===== config.mk =====
export PLATFORM = sky130hd
export DESIGN_NAME = wb_arbiter
export DESIGN_NICKNAME = d
export VERILOG_FILES = /design/src/rtl/datapath_pkg.sv /design/src/rtl/rr_arbiter.sv /design/src/rtl/wb_arbiter.sv
export SDC_FILE = /design/constraint.sdc
export NUM_CORES = 1
export LEC_CHECK = 0
export CAP_MARGIN = 20
export CORE_MARGIN = 2
export CORE_UTILIZATION = 45
export DETAILED_ROUTE_END_ITERATION = 12
export DONT_BUFFER_PORTS = 1
export HOLD_SLACK_MARGIN = 0.05
export PLACE_DENSITY = 0.57
export SLEW_MARGIN = 5
export SYNTH_ARGS = -nofsm -noshare
export SYNTH_HDL_FRONTEND = slang
export SYNTH_SLANG_ARGS = --single-unit

===== constraint.sdc =====
create_clock -name CLK -period 12.8 [get_ports CLK]
set_clock_uncertainty 0.15 [all_clocks]
set_input_delay 3.84 -clock CLK [delete_from_list [all_inputs] [get_ports CLK]]
set_output_delay 3.84 -clock CLK [all_outputs]
set_load 0.01 [all_outputs]

===== src/rtl/datapath_pkg.sv =====
// Shared datapath definitions used by the scalar writeback arbiter.
//   WB_NREQ      : number of scalar writeback requesters
//   wb_req_t     : one buffered writeback result {rd, wdata}
//   wb_src_t     : requester index encoding (ALU, LD/ST, BR)
//   wb_next_idx  : modulo-n successor of an index
package datapath_pkg;

  localparam int WB_NREQ   = 3;
  localparam int WB_REG_W  = 5;
  localparam int WB_WORD_W = 32;

  typedef struct packed {
    logic [WB_REG_W-1:0]  rd;
    logic [WB_WORD_W-1:0] wdata;
  } wb_req_t;

  typedef enum logic [1:0] {
    WB_ALU  = 2'd0,
    WB_LDST = 2'd1,
    WB_BR   = 2'd2
  } wb_src_t;

  function automatic int wb_next_idx(input int idx, input int n);
    return (idx + 1 >= n) ? 0 : idx + 1;
  endfunction

endpackage


===== src/rtl/rr_arbiter.sv =====
// Round-robin arbiter with an internal rotating priority pointer.
//   CLK, nRST   : clock, asynchronous active-low reset
//   req[N]      : request lines
//   en          : grant enable; no grant while low
//   grant[N]    : one-hot grant (combinational)
//   grant_idx   : binary index of the granted line
// The pointer moves to one past the winner only when a grant is issued.
import datapath_pkg::*;

module rr_arbiter #(
  parameter  int N     = 3,
  localparam int IDX_W = (N > 1) ? $clog2(N) : 1
) (
  input  logic             CLK,
  input  logic             nRST,
  input  logic [N-1:0]     req,
  input  logic             en,
  output logic [N-1:0]     grant,
  output logic [IDX_W-1:0] grant_idx
);

  logic [IDX_W-1:0] r_ptr;
  logic             w_hit;

  // Search upward from r_ptr, wrapping; first requester found wins.
  always_comb begin
    int j;
    j         = 0;
    grant     = '0;
    grant_idx = '0;
    w_hit     = 1'b0;
    for (int k = 0; k < N; k++) begin
      j = int'(r_ptr) + k;
      if (j >= N) j = j - N;
      if (!w_hit && en && req[j]) begin
        w_hit     = 1'b1;
        grant[j]  = 1'b1;
        grant_idx = IDX_W'(j);
      end
    end
  end

  always_ff @(posedge CLK or negedge nRST) begin
    if (!nRST) begin
      r_ptr <= '0;
    end else if (w_hit) begin
      r_ptr <= IDX_W'(wb_next_idx(int'(grant_idx), N));
    end
  end

endmodule


===== src/rtl/wb_arbiter.sv =====
// Scalar writeback arbiter: one-entry holding buffer per scalar unit,
// round-robin selection onto the single registered register-file write port.
//   CLK, nRST             : clock, asynchronous active-low reset
//   req_valid/rd/wdata    : per-requester result (packed, index 0 in LSBs)
//   req_ready             : buffer can accept this cycle
//   freeze                : suspends grants; buffers hold
//   out_wen/rd/wdata      : registered write port (x0 writes suppress wen)
//   out_done              : registered one-hot of the requester on the port
import datapath_pkg::*;

module wb_arbiter #(
  parameter int NREQ   = WB_NREQ,
  parameter int WORD_W = 32,
  parameter int REG_W  = 5
) (
  input  logic                   CLK,
  input  logic                   nRST,
  input  logic [NREQ-1:0]        req_valid,
  input  logic [NREQ*REG_W-1:0]  req_rd,
  input  logic [NREQ*WORD_W-1:0] req_wdata,
  output logic [NREQ-1:0]        req_ready,
  input  logic                   freeze,
  output logic                   out_wen,
  output logic [REG_W-1:0]       out_rd,
  output logic [WORD_W-1:0]      out_wdata,
  output logic [NREQ-1:0]        out_done
);

  localparam int IDX_W = (NREQ > 1) ? $clog2(NREQ) : 1;

  logic [NREQ-1:0]   r_full;
  logic [REG_W-1:0]  r_rd [NREQ];
  logic [WORD_W-1:0] r_wd [NREQ];

  logic [NREQ-1:0]   w_grant;
  logic [IDX_W-1:0]  w_gidx;
  logic [NREQ-1:0]   w_accept;
  logic              w_en;

  assign w_en = ~freeze;

  rr_arbiter #(.N(NREQ)) u_rr (
    .CLK       (CLK),
    .nRST      (nRST),
    .req       (r_full),
    .en        (w_en),
    .grant     (w_grant),
    .grant_idx (w_gidx)
  );

  // A buffer being drained this cycle may be refilled in the same cycle.
  assign req_ready = ~r_full | (w_grant & {NREQ{w_en}});
  assign w_accept  = req_valid & req_ready;

  // Stage p0: holding buffers
  always_ff @(posedge CLK or negedge nRST) begin
    if (!nRST) begin
      r_full <= '0;
    end else begin
      r_full <= (r_full & ~w_grant) | w_accept;
    end
  end

  always_ff @(posedge CLK) begin
    for (int i = 0; i < NREQ; i++) begin
      if (w_accept[i]) begin
        r_rd[i] <= req_rd[i*REG_W +: REG_W];
        r_wd[i] <= req_wdata[i*WORD_W +: WORD_W];
      end
    end
  end

  // Stage p1: registered write port; x0 still pulses done so the row retires
  always_ff @(posedge CLK or negedge nRST) begin
    if (!nRST) begin
      out_wen   <= 1'b0;
      out_rd    <= '0;
      out_wdata <= '0;
      out_done  <= '0;
    end else if (|w_grant) begin
      out_wen   <= |r_rd[w_gidx];
      out_rd    <= r_rd[w_gidx];
      out_wdata <= r_wd[w_gidx];
      out_done  <= w_grant;
    end else begin
      out_wen   <= 1'b0;
      out_done  <= '0;
    end
  end

endmodule

==> results of run 1 <==
-- worst max-delay path, delay by kind of cell --
family           cells  cell delay (ns)
AO/OA/AOI/OAI        2             0.59
AND/OR/NAND/NOR      1             0.25
-- cell usage in the layout, fill, tap and decap left out, types with 4 or more instances in the layout --
cell | Yosys | final
mux2_4 | 16 | 16
nor2_1 | 4 | 4
inv_1 | 10 | 10
edfxtp_1 | 111 | 111
buf_4 | 0 | 6
a32o_1 | 4 | 4
a21oi_1 | 5 | 4
mux2_2 | 19 | 19
nand2_1 | 4 | 4
dfrtp_1 | 46 | 46
a221o_1 | 32 | 32
nand2b_1 | 5 | 5
and2_1 | 38 | 36
mux2i_1 | 6 | 6
inv_6 | 0 | 5
ha_1 | 4 | 4
clkbuf_16 | 0 | 17
-- state kept, by name (all words and copies together), names as in the netlist --
register    cells
out_done        3
out_rd          5
out_wdata      32
out_wen         1
r_full          3
r_rd           15
r_wd           96
u_rr.r_ptr      2
-- worst paths after layout --
path / end / slack [ns] / start / depth (start not counted)
max: req_ready[1] / 4.13 / freeze / 3
min: out_rd[4]$_DFFE_PN0N_ / 0.42 / r_rd[2][4]$_DFFE_PP_ / 2
max reg2reg: r_rd[1][0]$_DFFE_PP_ / 9.48 / u_rr.r_ptr[0]$_DFFE_PN0P_ / 6
min reg2reg: out_rd[4]$_DFFE_PN0N_ / 0.42 / r_rd[2][4]$_DFFE_PP_ / 2
max in group asynchronous: out_done[0]$_DFF_PN0_ / 9.43 / nRST / 0
min in group asynchronous: out_wdata[6]$_DFFE_PN0N_ / 2.96 / nRST / 0
-- cell families after synthesis --
kind of cell | count (synthesis) | synth area share [%]
fa+ha+maj | 4 | 0.816
simple gates | 64 | 6.30
compound gates | 61 | 9.12
flops | 157 | 73.1
mux | 41 | 8.38
buf+inv | 28 | 2.26
-- final cells by class --
| class | instances | area [µm²] | share of cell area, % |
|---|---|---|---|
| Inverter | 10 | 37.5 | 0.539 |
| Timing Repair Buffer | 7 | 65.1 | 0.934 |
| Tap cell | 176 | 220 | 3.16 |
| Sequential cell | 157 | 4480 | 64.4 |
| Clock inverter | 12 | 146 | 2.10 |
| Multi-Input combinational cell | 170 | 1560 | 22.3 |
| Clock buffer | 20 | 457 | 6.56 |
-- report_power, final --
group / switching, µW / internal [µW]
registers: 115 / 766
clock network: 205 / 302
logic: 437 / 402
total: 756 / 1470
-- per-stage QoR --
stage               std cells  hold WS (ns)  util (%)
floorplan                 355         0.360         -
finish                    552         0.419      52.4
detailed placement        519         0.399      47.7
CTS                       551         0.423      52.2
global placement          519         0.394      47.7
global route              552         0.446      52.4
-- cell usage after synthesis, drive strengths merged --
master    n  area [µm²]
o21bai    1        7.51
edfxtp  111        3330
o21ai     3        15.0
a32o      4        40.0
a2111o    1        11.3
a221o    32         320
clkbuf    6        22.5
nand2b    5        31.3
and2     39         244
inv      10        37.5
a211oi    1        7.51
nor2b     2        12.5
o31ai     1        12.5
a21oi     5        25.0
nor2      4        15.0
buf      12        78.8
nand3     1        5.00
nor4bb    2        20.0
o32ai     1        8.76
a311oi    2        30.0
and2b     1        7.51
nand3b    1        7.51
nand2     4        15.0
o211a     1        10.0
a41oi     1        8.76
ha        4        50.1
mux2     35         454
o21a      1        7.51
or2       3        18.8
nor3      2        10.0
dfrtp    46        1150
a221oi    2        17.5
a21o      2        15.0
mux2i     6        60.1
o211ai    3        22.5
-- routing by layer --
layer | up-vias | wire (µm) | part of all wire (%)
li1 | 1384 | - | -
met1 | 1607 | 5050 | 40
met2 | 130 | 6240 | 49
met3 | 27 | 998 | 7.9
met4 | 2 | 391 | 3.1
met5 | - | 13 | 0.10
==> results.json, run 1 <==
{
  "grt_max_degree": 47,
  "synth.yosys.warnings": 0,
  "worst_path_max_delay_cell": "o211ai_1",
  "status": "completed",
  "cts-hold-fix-buffers": 0,
  "arrival_ns": 4.68,
  "grt_pass1_vias": 3293,
  "numCtsBuffers": 17,
  "tightest_slew_ns": 1.08,
  "crit_chain": "nor4bb_1 > a21oi_1 > o211ai_1",
  "grt_antenna_before_repair": 1,
  "num_vias": 3150,
  "startpoint_type": "input port",
  "synthesis.nets": 476,
  "drive_above_1_share_pct": 22.6,
  "dieArea_mm2": 0.0146,
  "crit_type": "in2out",
  "cts_resized": 0,
  "fin_crit_ns": 8.67,
  "p_leak_uw": 0.00259,
  "power_uw": 2230,
  "syn-cell-area_mm2": 0.00613,
  "start_util_pct": 46.1,
  "via_per_inst": 5.71,
  "grt-ovfl-total": 0,
  "slew_viol_final": 0,
  "dp_hpwl_um": 7790,
  "gp_congestion": 0.879,
  "clkTransAtPathRegs_ns": 0.06,
  "hold_class": "reg2reg",
  "n_fill_cell": 1080,
  "place_area_mm2": 0.00634,
  "grt-busiest-layer": "met2",
  "ant_nets": 0,
  "cts-root-buf": "clkbuf_16",
  "numPortBuffers": 0,
  "drt_first_iter_violations": 221,
  "synthCells": 355,
  "wl_per_cell_um": 23.0,
  "syn_to_final_growth_pct": 13.6,
  "boundaryPins": 161,
  "finalSetupViolCount": 0,
  "synth_seq_area_share_pct": 73.1,
  "use_met2_pct": 29.3,
  "cts_buffer_depth": 2,
  "fmax_mhz": 115,
  "use_met3_pct": 8.40,
  "finalCritPeriodShare_pct": 67.8,
  "totalWireLength_um": 12700,
  "final_nets": 484,
  "power_density_mw_per_mm2": 320,
  "crit_fanout": 9,
  "fin_ws_ns": 4.13,
  "cts_tree": "done",
  "grtUsageMet1_pct": 21.4,
  "grt_pass1_wl_um": 19300,
  "finalSetupTns_ns": 0,
  "vdd_drop_max_uv": 135,
  "grt_util_all_layers_pct": 18.4,
  "dieHeight_um": 121,
  "maxCapViolations": 0,
  "rsz0062_at_grt": "no",
  "h-tree-depth": 4,
  "hold_viol_final": 0,
  "final_area_mm2": 0.00697,
  "clock_latency_ns": 0.42,
  "crit_path_end_kind": "output port",
  "critPathRequiredTime_ns": 8.81,
  "ys_seq_elements": 157,
  "syn_area_per_cell_um2": 17.3,
  "cts_setup_buffers": 0,
  "fp.coreArea_mm2": 0.0133,
  "pre_cts_ws_ns": 4.17,
  "drc": 0,
  "firstDrtPassIters": 5,
  "dieWidth_um": 121,
  "critPathMaxStageDelay_ns": 0.41,
  "diodes": 0,
  "synth.distinct_cells": 39,
  "rows": 42,
  "relSlewSlack_pct": 28.0,
  "cts.sinks": 157
}
Note: power is estimated with default switching activity, not from simulation.
==> run 2: changes to the inputs <==
Settings changed: PLACE_DENSITY 0.57 to 0.59.
Clock period 12.8 ns to 7.9 ns, I/O delays scaled along.
==> run 2 against run 1 <==
  * Global-route usage increased by 0.081 points
  * First-iteration DRC count decreased by 8.1%
  * Clock power increased by 49%
  * Register-to-register slack got worse by 5.1 ns
  * Cell count unchanged
  * Highest routed layer is now met4
==> results.json, run 2 (synthesized netlist as in run 1, its figures left out) <==
{
  "layout_commonest_cell": "edfxtp_1",
  "vdd_drop_max_uv": 309,
  "cts-hold-fix-buffers": 0,
  "totalWireLength_um": 12800,
  "crit_fanout": 9,
  "clock_latency_ns": 0.42,
  "crit_type": "in2out",
  "slew_viol_final": 0,
  "final_nets": 484,
  "start_util_pct": 46.1,
  "finalSetupTns_ns": 0,
  "dieHeight_um": 121,
  "syn_to_final_growth_pct": 13.0,
  "firstDrtPassIters": 4,
  "top_regs": "r_wd: 96 flops, out_wdata: 32 flops, r_rd: 15 flops",
  "finalCritPeriodShare_pct": 72.3,
  "cts_tree": "done",
  "gp_congestion": 0.894,
  "diodes": 0,
  "worst_path_max_delay_cell": "o211ai_1",
  "cts_setup_buffers": 0,
  "dp_hpwl_um": 7750,
  "arrival_ns": 3.19,
  "numPortBuffers": 0,
  "drive_above_1_share_pct": 22.3,
  "dieArea_mm2": 0.0146,
  "power_density_mw_per_mm2": 513,
  "clkTransAtPathRegs_ns": 0.06,
  "final_cell_mix": "111 x edfxtp_1, 46 x dfrtp_1, 36 x and2_1, 32 x a221o_1, 19 x mux2_2",
  "cts_buffer_depth": 2,
  "num_vias": 3145,
  "critPathMaxStageDelay_ns": 0.38,
  "fin_crit_ns": 5.71,
  "h-tree-depth": 4,
  "grt_util_all_layers_pct": 18.5,
  "via_per_inst": 5.70,
  "cts_resized": 0,
  "fin_ws_ns": 2.19,
  "wl_per_cell_um": 23.2,
  "crit_path_end_kind": "output port",
  "drc": 0,
  "rsz0062_at_grt": "no",
  "status": "completed",
  "maxCapViolations": 0,
  "critPathRequiredTime_ns": 5.38,
  "crit_chain": "nor4bb_1 > a21oi_1 > o211ai_1",
  "grt_max_degree": 47,
  "numCtsBuffers": 17,
  "drt_first_iter_violations": 203,
  "largest_reg_flops": 96,
  "finalSetupViolCount": 0,
  "grt_pass1_vias": 3364,
  "hold_class": "reg2reg",
  "dieWidth_um": 121,
  "startpoint_type": "input port",
  "dp.cells": 518,
  "boundaryPins": 161,
  "grt_pass1_wl_um": 19400,
  "grt_antenna_before_repair": 1,
  "final_area_mm2": 0.00693,
  "cts.sinks": 157,
  "relSlewSlack_pct": 53.8,
  "final_cell_count_no_fill": 552,
  "power_uw": 3560,
  "tightest_slew_ns": 0.692,
  "p_leak_uw": 0.00258,
  "grt-ovfl-total": 0,
  "place_area_mm2": 0.00633,
  "cts-root-buf": "clkbuf_16",
  "fmax_mhz": 175,
  "largest_register": "r_wd",
  "ant_nets": 0,
  "hold_viol_final": 0,
  "fp.coreArea_mm2": 0.0133,
  "rows": 42,
  "pre_cts_ws_ns": 2.20
}
[run 2: worst max-delay path, delay by kind of cell]
| kind | cells | cell delay [ns] |
|---|---|---|
| and+or+nand+nor | 1 | 0.26 |
| AOI/OAI and AO/OA | 2 | 0.56 |
[run 2: power by group]
group	switching, µW	total [µW]	internal [µW]
clock	339	755	416
sequential	183	1420	1240
combinational	723	1380	658
[run 2: path summary, 6_finish.rpt]
check	start	to	slack, ns	cells after the start
setup / recovery	freeze	req_ready[1]	2.19	3
hold / removal	r_rd[0][1]$_DFFE_PP_	out_rd[1]$_DFFE_PN0N_	0.40	2
setup reg to reg	u_rr.r_ptr[1]$_DFFE_PN0P_	r_wd[0][29]$_DFFE_PP_	4.38	9
hold reg to reg	r_rd[0][1]$_DFFE_PP_	out_rd[1]$_DFFE_PN0N_	0.40	2
min in group asynchronous	nRST	out_wdata[9]$_DFFE_PN0N_	1.48	0
max in group asynchronous	nRST	out_wen$_DFF_PN0_	6.01	0
[run 2: layout make-up]
class                           instances  area [µm²]
Clock buffer                           18         439
Clock inverter                         14         108
Inverter                               10        37.5
Tap cell                              176         220
Multi-Input combinational cell        170        1560
Timing Repair Buffer                    7        85.1
Fill cell                            1088        6370
Sequential cell                       157        4480
[run 2: metal layers]
metal	global-route usage, %	vias up	wire length [µm]
met5	0	-	0
met4	6.69	0	227
met3	8.02	22	957
met2	30.9	122	6640
met1	21.0	1609	4990
li1	-	1392	-
[run 2: stage by stage]
stage	util [%]	hold slack (ns)
final	52.1	0.398
after global routing	52.1	0.428
after CTS	51.8	0.404
after detailed placement	47.6	0.389
after global placement	47.6	0.385
after floorplan	-	0.360
